--- src/rtl/fifo_arb2_pkg.sv ---
// Shared types and defaults for the two-producer FIFO access controller.
package fifo_arb2_pkg;
  localparam int DATA_W_DEF = 32;
  localparam int CNT_W_DEF  = 4;
  localparam int HI_WM_DEF  = 6;

  typedef enum logic [2:0] {
    ST_IDLE   = 3'd0,
    ST_WR     = 3'd1,
    ST_WR_RSP = 3'd2,
    ST_RD     = 3'd3,
    ST_RD_RSP = 3'd4
  } state_t;
endpackage

--- src/rtl/fifo_arb2_if.sv ---
// Producer/consumer/FIFO handshake bundle; slave is the arbiter's view.
interface fifo_arb2_if import fifo_arb2_pkg::*; #(
  parameter int DATA_W = DATA_W_DEF,
  parameter int CNT_W  = CNT_W_DEF
) ();
  logic              req0, req1;
  logic [DATA_W-1:0] data0, data1;
  logic              rd_req;
  logic              full, empty;
  logic              wr_ack, wr_err, rd_ack, rd_err;
  logic [CNT_W-1:0]  data_count;
  logic [DATA_W-1:0] fifo_dout;
  logic              wr_en, rd_en;
  logic [DATA_W-1:0] d_in;
  logic              gnt0, gnt1;
  logic              ack0, ack1, err0, err1;
  logic              rd_valid;
  logic [DATA_W-1:0] rd_data;
  logic              rr_ptr;

  modport slave (
    input  req0, req1, data0, data1, rd_req, full, empty,
           wr_ack, wr_err, rd_ack, rd_err, data_count, fifo_dout,
    output wr_en, rd_en, d_in, gnt0, gnt1, ack0, ack1, err0, err1,
           rd_valid, rd_data, rr_ptr
  );

  modport master (
    output req0, req1, data0, data1, rd_req, full, empty,
           wr_ack, wr_err, rd_ack, rd_err, data_count, fifo_dout,
    input  wr_en, rd_en, d_in, gnt0, gnt1, ack0, ack1, err0, err1,
           rd_valid, rd_data, rr_ptr
  );
endinterface

--- src/rtl/rr_pick2.sv ---
// Combinational 2-way round-robin picker: rr_ptr only matters on a tie.
module rr_pick2 (
  input  logic req0,
  input  logic req1,
  input  logic rr_ptr,
  output logic any,
  output logic id
);
  assign any = req0 | req1;
  assign id  = (req0 && req1) ? rr_ptr : req1;
endmodule

--- src/rtl/fifo_arb2.sv ---
// Two-producer / one-consumer access controller in front of the 8-entry FIFO.
module fifo_arb2 import fifo_arb2_pkg::*; #(
  parameter int DATA_W = DATA_W_DEF,
  parameter int CNT_W  = CNT_W_DEF,
  parameter int HI_WM  = HI_WM_DEF
) (
  input logic       clk,
  input logic       reset_n,
  fifo_arb2_if.slave bus
);
  state_t            state, state_nxt;
  logic              gid, rr_ptr_q;
  logic              wr_en_q, rd_en_q;
  logic [DATA_W-1:0] d_in_q;
  logic              pick_any, pick_id;
  logic              rd_hi, wr_go;
  logic              unused;

  rr_pick2 u_pick (
    .req0   (bus.req0),
    .req1   (bus.req1),
    .rr_ptr (rr_ptr_q),
    .any    (pick_any),
    .id     (pick_id)
  );

  // Watermark bypass keeps a busy writer pair from starving the consumer.
  assign rd_hi = bus.rd_req && (bus.data_count >= CNT_W'(HI_WM));
  assign wr_go = (state == ST_IDLE) && (state_nxt == ST_WR);

  always_ff @(posedge clk or negedge reset_n) begin
    if (!reset_n) state <= ST_IDLE;
    else          state <= state_nxt;
  end

  always_comb begin
    state_nxt = state;
    case (state)
      ST_IDLE: begin
        if (rd_hi)                            state_nxt = ST_RD;
        else if (pick_any && !bus.full)       state_nxt = ST_WR;
        else if (bus.rd_req && !bus.empty)    state_nxt = ST_RD;
      end
      ST_WR:     state_nxt = ST_WR_RSP;
      ST_WR_RSP: state_nxt = ST_IDLE;
      ST_RD:     state_nxt = ST_RD_RSP;
      ST_RD_RSP: state_nxt = ST_IDLE;
      default:   state_nxt = ST_IDLE;
    endcase
  end

  // Enables are decoded from the next state so they leave a flop aligned with WR/RD.
  always_ff @(posedge clk or negedge reset_n) begin
    if (!reset_n) begin
      gid      <= 1'b0;
      rr_ptr_q <= 1'b0;
      d_in_q   <= '0;
      wr_en_q  <= 1'b0;
      rd_en_q  <= 1'b0;
    end else begin
      wr_en_q <= (state_nxt == ST_WR);
      rd_en_q <= (state_nxt == ST_RD);
      if (wr_go) begin
        gid    <= pick_id;
        d_in_q <= pick_id ? bus.data1 : bus.data0;
      end
      if (state == ST_WR_RSP) rr_ptr_q <= ~gid;
    end
  end

  always_comb begin
    bus.gnt0     = 1'b0;
    bus.gnt1     = 1'b0;
    bus.ack0     = 1'b0;
    bus.ack1     = 1'b0;
    bus.err0     = 1'b0;
    bus.err1     = 1'b0;
    bus.rd_valid = 1'b0;
    if (state == ST_WR || state == ST_WR_RSP) begin
      bus.gnt0 = ~gid;
      bus.gnt1 = gid;
    end
    if (state == ST_WR_RSP) begin
      bus.ack0 = ~gid & bus.wr_ack;
      bus.ack1 = gid  & bus.wr_ack;
      bus.err0 = ~gid & bus.wr_err;
      bus.err1 = gid  & bus.wr_err;
    end
    if (state == ST_RD_RSP) bus.rd_valid = bus.rd_ack;
  end

  assign bus.wr_en   = wr_en_q;
  assign bus.rd_en   = rd_en_q;
  assign bus.d_in    = d_in_q;
  assign bus.rr_ptr  = rr_ptr_q;
  assign bus.rd_data = bus.fifo_dout;
  assign unused      = bus.rd_err;
endmodule

--- src/flat_wrapper.sv ---
// flat-port wrapper written by rule: the top's interface ports become plain ports
module fifo_arb2_flat import fifo_arb2_pkg::*;
#(
  parameter int DATA_W = DATA_W_DEF,
  parameter int CNT_W  = CNT_W_DEF,
  parameter int HI_WM  = HI_WM_DEF
)
  (clk, reset_n, bus_req0, bus_req1, bus_data0, bus_data1, bus_rd_req, bus_full, bus_empty, bus_wr_ack, bus_wr_err, bus_rd_ack, bus_rd_err, bus_data_count, bus_fifo_dout, bus_wr_en, bus_rd_en, bus_d_in, bus_gnt0, bus_gnt1, bus_ack0, bus_ack1, bus_err0, bus_err1, bus_rd_valid, bus_rd_data, bus_rr_ptr);
  fifo_arb2_if #(.DATA_W(DATA_W), .CNT_W(CNT_W)) bus_i ();
  input logic clk;
  input logic reset_n;
  input wire logic [$bits(bus_i.req0)-1:0] bus_req0;
  input wire logic [$bits(bus_i.req1)-1:0] bus_req1;
  input wire logic [$bits(bus_i.data0)-1:0] bus_data0;
  input wire logic [$bits(bus_i.data1)-1:0] bus_data1;
  input wire logic [$bits(bus_i.rd_req)-1:0] bus_rd_req;
  input wire logic [$bits(bus_i.full)-1:0] bus_full;
  input wire logic [$bits(bus_i.empty)-1:0] bus_empty;
  input wire logic [$bits(bus_i.wr_ack)-1:0] bus_wr_ack;
  input wire logic [$bits(bus_i.wr_err)-1:0] bus_wr_err;
  input wire logic [$bits(bus_i.rd_ack)-1:0] bus_rd_ack;
  input wire logic [$bits(bus_i.rd_err)-1:0] bus_rd_err;
  input wire logic [$bits(bus_i.data_count)-1:0] bus_data_count;
  input wire logic [$bits(bus_i.fifo_dout)-1:0] bus_fifo_dout;
  output wire logic [$bits(bus_i.wr_en)-1:0] bus_wr_en;
  output wire logic [$bits(bus_i.rd_en)-1:0] bus_rd_en;
  output wire logic [$bits(bus_i.d_in)-1:0] bus_d_in;
  output wire logic [$bits(bus_i.gnt0)-1:0] bus_gnt0;
  output wire logic [$bits(bus_i.gnt1)-1:0] bus_gnt1;
  output wire logic [$bits(bus_i.ack0)-1:0] bus_ack0;
  output wire logic [$bits(bus_i.ack1)-1:0] bus_ack1;
  output wire logic [$bits(bus_i.err0)-1:0] bus_err0;
  output wire logic [$bits(bus_i.err1)-1:0] bus_err1;
  output wire logic [$bits(bus_i.rd_valid)-1:0] bus_rd_valid;
  output wire logic [$bits(bus_i.rd_data)-1:0] bus_rd_data;
  output wire logic [$bits(bus_i.rr_ptr)-1:0] bus_rr_ptr;
  assign bus_i.req0 = bus_req0;
  assign bus_i.req1 = bus_req1;
  assign bus_i.data0 = bus_data0;
  assign bus_i.data1 = bus_data1;
  assign bus_i.rd_req = bus_rd_req;
  assign bus_i.full = bus_full;
  assign bus_i.empty = bus_empty;
  assign bus_i.wr_ack = bus_wr_ack;
  assign bus_i.wr_err = bus_wr_err;
  assign bus_i.rd_ack = bus_rd_ack;
  assign bus_i.rd_err = bus_rd_err;
  assign bus_i.data_count = bus_data_count;
  assign bus_i.fifo_dout = bus_fifo_dout;
  assign bus_wr_en = bus_i.wr_en;
  assign bus_rd_en = bus_i.rd_en;
  assign bus_d_in = bus_i.d_in;
  assign bus_gnt0 = bus_i.gnt0;
  assign bus_gnt1 = bus_i.gnt1;
  assign bus_ack0 = bus_i.ack0;
  assign bus_ack1 = bus_i.ack1;
  assign bus_err0 = bus_i.err0;
  assign bus_err1 = bus_i.err1;
  assign bus_rd_valid = bus_i.rd_valid;
  assign bus_rd_data = bus_i.rd_data;
  assign bus_rr_ptr = bus_i.rr_ptr;
  fifo_arb2 #(.DATA_W(DATA_W), .CNT_W(CNT_W), .HI_WM(HI_WM)) u_core (.clk(clk), .reset_n(reset_n), .bus(bus_i));
endmodule
--- config.mk ---
export PLATFORM = sky130hd
export DESIGN_NAME = fifo_arb2_flat
export DESIGN_NICKNAME = d
export VERILOG_FILES = /design/src/rtl/fifo_arb2_pkg.sv /design/src/rtl/fifo_arb2_if.sv /design/src/rtl/rr_pick2.sv /design/src/rtl/fifo_arb2.sv /design/src/flat_wrapper.sv
export SDC_FILE = /design/constraint.sdc
export NUM_CORES = 1
export LEC_CHECK = 0
export BUFFER_PORTS_ARGS = -buffer_cell sky130_fd_sc_hd__buf_2
export CAP_MARGIN = 20
export CORE_ASPECT_RATIO = 1.1
export CORE_UTILIZATION = 30
export CTS_BUF_LIST = sky130_fd_sc_hd__clkbuf_16
export DETAILED_ROUTE_END_ITERATION = 10
export HOLD_SLACK_MARGIN = 0.05
export PLACE_DENSITY_LB_ADDON = 0.05
export SLEW_MARGIN = 25
export SYNTH_ARGS = -nofsm -noshare
export SYNTH_HDL_FRONTEND = slang
export SYNTH_SLANG_ARGS = --single-unit
--- constraint.sdc ---
create_clock -name clk -period 2.1 [get_ports clk]
set_input_delay 0.525 -clock clk [delete_from_list [all_inputs] [get_ports clk]]
set_output_delay 0.525 -clock clk [all_outputs]
set_load 0.02 [all_outputs]
==> run summary, run 1 <==
====================================================================================
Run status                                                                 completed
Maximum number of pins on one net before global-route repair                      41
Number of flops mapped to enable cells by yosys                                    0
Count of boundary I/O pins                                                       185
Final TNS setup                                                                 0 ns
Cell accounting for the most synthesized area                                dfrtp_1
Static Leakage                                                               1.44 nW
Netlist area before placement                                           0.00209 sq mm
Vert. Die Dim                                                           89.5 microns
Data required time of the worst path                                         1.57 ns
Final std cell area, no fill                                            0.00273 sq mm
Area of the die                                                         0.00730 sq mm
Antenna violations before repair                                                   0
Max Cap Violations                                                                 0
Number of distinct library cells after synthesis                                  25
Maximum buffer depth of the clock tree                                             2
Total Routing Usage GR                                                         0.131
Fraction of registers with async set/reset                                      1.00
Die Width                                                               81.6 microns
RSZ-0062 raised after global routing                                              no
TritonCTS clock tree                                                            done
Rel. slew slack                                                                0.662
Sequential cell area                                                       976 sq um
DPL Wire Length                                                              3.61 mm
Register clock-pin slew on the reported worst setup and hold paths           0.06 ns
Total area of multi-input combinational cells                              815 sq um
Top cell type's share of synthesized area                                      0.467
Count of mapped cells out of synthesis                                           205
Hold bufs inserted after CTS                                                       0
Sequential cell area fraction in the yosys report                              0.467
Area post-placement                                                     0.00255 sq mm
Synthesized net count                                                            316
Most common cell in the netlist                                              dfrtp_1
Transition at the pin with the smallest max-transition slack                0.506 ns
Post-layout min period                                                       1.94 ns
Std-Cell Rows                                                                     31
Data arrival time of the critical path                                       1.41 ns
Synthesis-stage register bit count                                                39
Peak clock frequency supported by timing                                   0.516 GHz
Main combinational cell family by area after synthesis                  multiplexers
Synthesized area divided by synthesized cell count                        10.2 sq um
Main synth FF type                                                           dfrtp_1
Type of the worst min-delay path                                         in -> async
Setup skew after layout                                                   0.00535 ns
First DRT Iteration DRCs                                                          28
Gp weighted congestion                                                         0.692
Maximum vdd drop                                                              510 uV
Antenna cell count                                                                 0
Number of vias after detailed routing                                           1681
Via count of the first global-routing pass                                      1506
Root cell of the clock tree                                                clkbuf_16
Clock insertion delay at the later pin of the skew report                    0.28 ns
Count of antenna-violating nets left after detailed routing                        0
Area growth from synthesis to final layout                                     30.6%
Starting density of the core                                                   0.313
Wire length of the first global-routing pass                                 7.04 mm
Hold slack                                                                  0.307 ns
CTS sink count                                                                    39
Number of failing hold endpoints at the final stage                                0
Critical path class                                                       reg -> out
Largest fanout on the critical path                                                7
First-pass DRT Iterations                                                          4
Average wire per cell in the routed design                              12.9 microns
Count of input and output buffers                                                118
Final clock period utilization by the worst path                               0.922
Total core area                                                         0.00667 sq mm
Post-Route WL                                                                4.83 mm
Detailed-route vias per instance                                                4.47
Parity-gate share of the synthesized area counting xor and xnor cells        0.00419
Total Nets Final                                                                 404
CTS H-tree depth                                                                   2
Fill cell count                                                                  689
Final setup viols                                                                  0
Setup crit end kind                                                     primary output
Synth Area in Adders                                                               0
Fraction of layout cells with a size suffix above 1                            0.480
Crit start category                                                        flip-flop
Congestion Overflow GR                                                             0
Tot Pwr                                                                      3.91 mW
Share of cell area taken by muxes after synthesis                              0.164
Top cells by instance count after synthesis                             dfrtp_1, buf_4, nor2_1
Number of CTS-inserted buffers                                                     5
Finished Core Util                                                             0.409
Total power divided by cell area                                        1430 mW/mm^2
Max Slew Vio Count                                                                 0
Compound-Gate Fraction of Synth Area                                           0.114
Post-route DRC violation count                                                     0
Post-Synth Simple-Gate Area                                                   0.0989
Number of synthesis warnings                                                       0
Cells taking the most area after synthesis                              dfrtp_1, mux2i_1, buf_4
====================================================================================
sequential cells by signal, indices dropped and copies added (netlist names):
register / count
u_core.bus.rr_ptr: 1
u_core.bus.d_in: 32
u_core.bus.wr_en: 1
u_core.gid: 1
u_core.state: 3
u_core.bus.rd_en: 1
worst paths after layout:
kind | depth (start not counted) | to | slack, ns | from
setup / recovery | 3 | bus_ack1 | 0.16 | u_core.state[2]$_DFF_PN0_
hold / removal | 2 | u_core.bus.d_in[22]$_DFFE_PN0P_ | 0.31 | reset_n
setup reg to reg | 5 | u_core.bus.d_in[28]$_DFFE_PN0P_ | 0.37 | u_core.state[2]$_DFF_PN0_
hold reg to reg | 2 | u_core.bus.d_in[13]$_DFFE_PN0P_ | 0.51 | u_core.bus.d_in[13]$_DFFE_PN0P_
max in group asynchronous | 2 | u_core.bus.d_in[15]$_DFFE_PN0P_ | 1.45 | reset_n
min in group clk | 2 | u_core.bus.d_in[13]$_DFFE_PN0P_ | 0.51 | u_core.bus.d_in[13]$_DFFE_PN0P_
cell families (layout without fill, tap and decap cells):
family                    count (synthesis)  count (layout)
xor gates and xnor gates                  1               1
and+or+nand+nor                          47              47
buffers and inverters                    45             134
muxes                                    34              34
DFF                                      39              39
AOI/OAI and AO/OA                        39              39
critical path, stage by stage (launching register included):
cell,delay [ns]
dfrtp_1,0.45
nor3b_2,0.34
and3_1,0.20
buf_2,0.16
metal layers:
metal	GRT usage	up-vias	share of wire
met5	0	-	0
li1	-	839	-
met2	0.205	100	0.45
met3	0.0663	14	0.12
met1	0.145	728	0.40
met4	0.0682	0	0.022
cell type report:
cell class | count | area share
Clock buffer | 5 | 0.0459
Multi-Input combinational cell | 121 | 0.299
Inverter | 3 | 0.00413
Timing Repair Buffer | 123 | 0.240
Clock inverter | 3 | 0.0161
Tap cell | 82 | 0.0376
Sequential cell | 39 | 0.358
stage by stage:
step                setup WS, ns  instances
floorplan                  0.337        205
detailed placement         0.295        368
global placement           0.300        368
CTS                        0.153        376
finish                     0.163        376
global route              0.0998        376
report_power, final:
group / internal (mW) / leakage (nW) / total (mW) / switching, mW
clock: 0.560 / 0.0838 / 0.854 / 0.295
sequential: 1.11 / 0.442 / 1.32 / 0.206
combinational: 0.668 / 0.916 / 1.74 / 1.07
total: 2.34 / 1.44 / 3.91 / 1.57
repair_timing:
item / CTS / global route
gates resized for setup: 1 / 0
setup endpoints to repair: 4 / 0
buffers inserted: 0 / 0
cell usage in the layout, fill, tap and decap left out:
cell	netlist	routed
o21bai_1	1	1
nand2_1	2	2
buf_12	0	2
nor3b_2	0	1
dfrtp_1	39	39
mux2_2	1	1
or3_1	1	1
bufinv_16	0	1
a21oi_1	27	27
nor3_1	2	2
buf_4	36	3
a21oi_2	6	6
nor2_1	34	34
nor2b_1	1	1
nor4bb_1	1	1
a21o_1	1	1
buf_2	5	118
clkbuf_16	0	5
inv_1	3	3
o21ai_4	0	1
mux2i_1	33	33
nand2b_1	1	1
a31oi_1	1	1
a211oi_1	1	1
clkinv_2	0	1
a211oi_4	0	1
xnor2_1	1	1
clkinv_4	0	1
and3_1	4	4
Power figures use the tool's default switching activity.
==> run 2, diff against run 1 <==
- CTS_BUF_LIST: sky130_fd_sc_hd__clkbuf_16 -> sky130_fd_sc_hd__clkbuf_8 sky130_fd_sc_hd__clkbuf_16
- HOLD_SLACK_MARGIN: 0.05 -> 0.06
- REMOVE_ABC_BUFFERS: unset -> 1
==> run summary, run 2 (same netlist as run 1, synthesis figures left out) <==
==================================================================================
Static Leakage                                                             1.40 nW   -2.8%
Start of the worst register-to-register path                          u_core.state[2]$_DFF_PN0_
TritonCTS clock tree                                                          done
Number of vias after detailed routing                                         1701   +1.2%
Finished Core Util                                                           0.395   -0.0137
Final clock period utilization by the worst path                             0.915   -0.00701
CTS H-tree depth                                                                 2   unchanged
Critical path class                                                     reg -> out
Peak clock frequency supported by timing                                 0.520 GHz   +0.77%
First-pass DRT Iterations                                                        4   unchanged
Congestion Overflow GR                                                           0   unchanged
Total Nets Final                                                               403   -0.25%
Data arrival time of the critical path                                     1.40 ns   about the same
Post-Route WL                                                              5.89 mm   +22%
Transition at the pin with the smallest max-transition slack              0.524 ns   +0.0174 ns
Setup skew after layout                                                 0.00574 ns   +0.000394 ns
Fill cell count                                                                714   +3.6%
Post-layout min period                                                     1.92 ns   -0.0147 ns
Count of input and output buffers                                              118   unchanged
Max Cap Violations                                                               0   unchanged
Maximum buffer depth of the clock tree                                           2   unchanged
Most frequent cells in the layout                                     buf_2, dfrtp_1, nor2_1
Maximum number of pins on one net before global-route repair                    44   +7.3%
Sequential cell area                                                     976 sq um   unchanged
Clock insertion delay at the later pin of the skew report                  0.28 ns   about the same
Total core area                                                       0.00667 sq mm   unchanged
Final std cell area, no fill                                          0.00264 sq mm   -3.3%
Post-CTS setup buffer count                                                      0   unchanged
Total power divided by cell area                                      1330 mW/mm^2   -7.4%
Setup crit end kind                                                   primary output
Wire length of the first global-routing pass                               8.52 mm   +21%
Root cell of the clock tree                                               clkbuf_8
Area post-placement                                                   0.00256 sq mm   +0.20%
Total Routing Usage GR                                                       0.167   +0.0358
Largest fanout on the critical path                                              7   unchanged
Total area of multi-input combinational cells                            815 sq um   unchanged
Average wire per cell in the routed design                            15.8 microns   +23%
Run status                                                               completed
Post-route DRC violation count                                                   0   unchanged
Maximum vdd drop                                                            559 uV   +9.6%
CTS sink count                                                                  39   unchanged
Max Slew Vio Count                                                               0   unchanged
Data required time of the worst path                                       1.57 ns   about the same
Antenna violations before repair                                                 0   unchanged
Final setup viols                                                                0   unchanged
Count of boundary I/O pins                                                     185   unchanged
Std-Cell Rows                                                                   31   unchanged
First DRT Iteration DRCs                                                        33   +18%
Fraction of layout cells with a size suffix above 1                          0.471   -0.00880
Starting density of the core                                                 0.313   unchanged
Tot Pwr                                                                    3.50 mW   -10%
Register clock-pin slew on the reported worst setup and hold paths         0.07 ns   about the same
Final standard cell count with taps included and fillers excluded              373   -0.80%
Placed cell count                                                              367   -0.27%
Gp weighted congestion                                                       0.708   +2.3%
Rel. slew slack                                                              0.651   -0.0116
Detailed-route vias per instance                                              4.56   +2.0%
Via count of the first global-routing pass                                    1558   +3.5%
DPL Wire Length                                                            4.73 mm   +31%
Launching element of the worst setup path                             u_core.state[2]$_DFF_PN0_
Commonest non-fill, non-tap cell in the layout                               buf_2
Flip-flop count of the largest register, all copies and words added             32   unchanged
Type of the worst min-delay path                                       in -> async
Area of the die                                                       0.00730 sq mm   unchanged
Number of CTS-inserted buffers                                                   5   unchanged
Hold bufs inserted after CTS                                                     0   unchanged
Die Width                                                             81.6 microns   unchanged
Area growth from synthesis to final layout                                   26.2%
Vert. Die Dim                                                         89.5 microns   unchanged
RSZ-0062 raised after global routing                                            no
Crit start category                                                      flip-flop
Count of antenna-violating nets left after detailed routing                      0   unchanged
Antenna cell count                                                               0   unchanged
Number of failing hold endpoints at the final stage                              0   unchanged
==================================================================================
## run 2: changes by cell type in the layout (fill, tap and decap cells not counted), sizes merged
cell,before,now
buf,123,122
inv,3,4
bufinv,1,0
clkinv,2,0
## run 2: final cells by class
type | instances | share of cell area
repair buffers | 122 | 0.250
flip-flops and latches | 39 | 0.370
multi-input cells | 121 | 0.309
inverters | 3 | 0.00427
clock buffers | 5 | 0.0261
clock inverters | 1 | 0.00142
well taps | 82 | 0.0389
## run 2: worst paths after layout
check	endpoint	slack (ns)	depth (start not counted)
setup reg to reg	u_core.gid$_DFFE_PN0P_	0.34	4
setup / recovery	bus_ack1	0.18	3
min in group clk	u_core.bus.d_in[16]$_DFFE_PN0P_	0.51	2
hold / removal	u_core.bus.wr_en$_DFF_PN0_	0.21	1
max in group asynchronous	u_core.bus.d_in[7]$_DFFE_PN0P_	1.40	2
hold reg to reg	u_core.bus.d_in[16]$_DFFE_PN0P_	0.51	2
## run 2: worst max-delay path: stages (launching register included)
cell and delay (ns):
dfrtp_1 0.44, nor3b_2 0.33, and3_1 0.19, buf_2 0.15
## run 2: per-layer routing
metal,vias up,part of all wire,GRT usage
met5,-,0.0075,0.0571
met1,733,0.41,0.201
li1,835,-,-
met3,11,0.17,0.133
met2,120,0.40,0.215
met4,2,0.015,0.0552
## run 2: power breakdown
| group | switching (mW) | internal, mW |
|---|---|---|
| Sequential | 0.206 | 1.11 |
| Combinational | 1.06 | 0.664 |
| Clock | 0.239 | 0.217 |
## run 2: timing repair
| action | 4_1_cts | 5_1_grt |
|---|---|---|
| setup endpoints to repair | 3 | 0 |
| resized for setup | 1 | 0 |
| endpoints found under the hold margin | 0 | 0 |
## run 2: metrics by stage
| step | setup WS, ns | TNS [ns] | hold WS, ns |
|---|---|---|---|
| 2_1_floorplan | -1.30 | -42.04 | 0.229 |
| 6_report | 0.178 | 0 | 0.213 |
| 3_3_place_gp | 0.319 | 0 | 0.496 |
| 5_1_grt | 0.0352 | 0 | 0.244 |
| 4_1_cts | 0.157 | 0 | 0.234 |
| 3_5_place_dp | 0.309 | 0 | 0.505 |
==> run 3, diff against run 2 <==
- CORE_UTILIZATION: 30 -> 38
==> run summary, run 3 (same netlist as run 1, synthesis figures left out) <==
==================================================================================
Antenna violations before repair                                                 0   unchanged
Data required time of the worst path                                       1.57 ns   about the same
Final worst slack                                                         0.147 ns   -0.0308 ns
Die Width                                                             72.7 microns   -11%
Setup crit end kind                                                   primary output
First-pass DRT Iterations                                                        4   unchanged
Setup skew after layout                                                 0.00312 ns   -0.00262 ns
Critical path class                                                     reg -> out
Total power divided by cell area                                      1360 mW/mm^2   +2.1%
Wire length of the first global-routing pass                               8.41 mm   -1.3%
Count of antenna-violating nets left after detailed routing                      0   unchanged
Post-CTS setup buffer count                                                      0   unchanged
Buf+Inv Stages, Crit Path                                                        1   unchanged
Count of boundary I/O pins                                                     185   unchanged
CTS sink count                                                                  39   unchanged
Number of CTS-inserted buffers                                                   5   unchanged
Flip-flop count of the largest register, all copies and words added             32   unchanged
Met2 usage                                                                   0.278   +0.0624
Detailed-route vias per instance                                              4.65   +1.9%
RSZ-0062 raised after global routing                                            no
Data arrival time of the critical path                                     1.43 ns   +0.03 ns
Top Family by Delay on Critical Path                                  simple AND/OR/NAND/NOR gates
Total Nets Final                                                               405   +0.50%
Area of the die                                                       0.00580 sq mm   -21%
Static Leakage                                                             1.42 nW   +1.0%
Antenna cell count                                                               0   unchanged
Peak clock frequency supported by timing                                 0.512 GHz   -1.6%
Starting density of the core                                                 0.407   +0.0937
Max incr delay on CP                                                       0.45 ns   about the same
Hold bufs inserted after CTS                                                     0   unchanged
Transition at the pin with the smallest max-transition slack              0.702 ns   +0.178 ns
Area post-placement                                                   0.00253 sq mm   -0.88%
Final setup viols                                                                0   unchanged
Average wire per cell in the routed design                            16.1 microns   +1.9%
Final std cell area, no fill                                          0.00264 sq mm   +0.19%
Most frequent cells in the layout                                     buf_2, dfrtp_1, nor2_1
Final clock period utilization by the worst path                             0.930   +0.0147
Via count of the first global-routing pass                                    1485   -4.7%
First DRT Iteration DRCs                                                        47   +42%
Number of failing hold endpoints at the final stage                              0   unchanged
Met1 routing resource usage after global routing                             0.241   +0.0399
Maximum vdd drop                                                            604 uV   +8.1%
Cells traversed along the worst timing path                           nor3b_2 -> and3_1 -> buf_2
DPL Wire Length                                                            4.82 mm   +2.1%
CTS H-tree depth                                                                 2   unchanged
Count of input and output buffers                                              118   unchanged
Final TNS setup                                                               0 ns   unchanged
Max Slew Vio Count                                                               0   unchanged
Total Routing Usage GR                                                       0.209   +0.0425
GR Util met3                                                                 0.182   +0.0492
Register clock-pin slew on the reported worst setup and hold paths         0.07 ns   about the same
Post-layout min period                                                     1.95 ns   +0.0308 ns
Maximum buffer depth of the clock tree                                           2   unchanged
Largest fanout on the critical path                                              7   unchanged
Max Cap Violations                                                               0   unchanged
Finished Core Util                                                           0.514   +0.119
Post-Route WL                                                              5.90 mm   +0.22%
Commonest non-fill, non-tap cell in the layout                               buf_2
Rel. slew slack                                                              0.532   -0.119
Master of the slowest instance on the critical path                        dfrtp_1
Congestion Overflow GR                                                           0   unchanged
Number of vias after detailed routing                                         1706   +0.29%
Hold slack                                                                0.275 ns   +0.0616 ns
Fill cell count                                                                530   -26%
Setup slack after placement                                               0.307 ns   -0.00182 ns
TritonCTS clock tree                                                          done
Run status                                                               completed
Most congested layer reported by global routing                               met2
Std-Cell Rows                                                                   27   -13%
Fraction of layout cells with a size suffix above 1                          0.478   +0.00718
Clock insertion delay at the later pin of the skew report                  0.29 ns   about the same
Crit start category                                                      flip-flop
Vert. Die Dim                                                         79.8 microns   -11%
Post-route DRC violation count                                                   0   unchanged
Gp weighted congestion                                                       0.710   +0.31%
Area growth from synthesis to final layout                                   26.4%
Total core area                                                       0.00513 sq mm   -23%
Maximum number of pins on one net before global-route repair                    40   -9.1%
Root cell of the clock tree                                               clkbuf_8
Type of the worst min-delay path                                       in -> async
==================================================================================
## run 3: cell types whose count changed in the layout (fill, tap and decap cells not counted), sizes merged
| cell | before | now |
|---|---|---|
| buf | 122 | 124 |
| clkbuf | 5 | 7 |
## run 3: where the power goes
group / leakage (nW) / internal (mW) / total [mW] / switching [mW]
logic: 0.918 / 0.658 / 1.72 / 1.06
registers: 0.442 / 1.11 / 1.31 / 0.205
clock network: 0.0557 / 0.295 / 0.548 / 0.253
total: 1.42 / 2.06 / 3.58 / 1.52
## run 3: worst paths after layout
| path | start | to | slack [ns] | cells past startpoint |
|---|---|---|---|---|
| max | u_core.state[2]$_DFF_PN0_ | bus_ack1 | 0.15 | 3 |
| min | reset_n | u_core.state[0]$_DFF_PN0_ | 0.27 | 1 |
| max reg2reg | u_core.state[2]$_DFF_PN0_ | u_core.gid$_DFFE_PN0P_ | 0.31 | 4 |
| min reg2reg | u_core.bus.d_in[13]$_DFFE_PN0P_ | u_core.bus.d_in[13]$_DFFE_PN0P_ | 0.52 | 2 |
| max in group asynchronous | reset_n | u_core.bus.d_in[14]$_DFFE_PN0P_ | 1.27 | 2 |
| min in group clk | u_core.bus.d_in[13]$_DFFE_PN0P_ | u_core.bus.d_in[13]$_DFFE_PN0P_ | 0.52 | 2 |
## run 3: final cells by class
type                            instances  area [sq um]  area share
Tap cell                               72          90.1      0.0341
Clock buffer                            7          96.3      0.0365
Multi-Input combinational cell        121           815       0.309
Timing Repair Buffer                  124           648       0.245
Inverter                                3          11.3     0.00427
Clock inverter                          1          3.75     0.00142
Sequential cell                        39           976       0.370
## run 3: layer usage
layer | share of wire | up-vias | wire length [microns]
met2 | 0.41 | 122 | 2400
met1 | 0.39 | 730 | 2320
met3 | 0.18 | 10 | 1080
met4 | 0.012 | 2 | 71
met5 | 0.0064 | - | 38
li1 | - | 842 | -
## run 3: what timing repair did
item / in CTS / in global routing
resized for setup: 0 / 1
endpoints found under the setup margin: 0 / 4
endpoints found under the hold margin: 0 / 0
## run 3: metrics by stage
stage,power (mW),std cells
4_1_cts,3.62,367
5_1_grt,3.86,367
3_3_place_gp,3.04,359
2_1_floorplan,2.43,163
3_5_place_dp,3.06,359
6_report,3.58,367
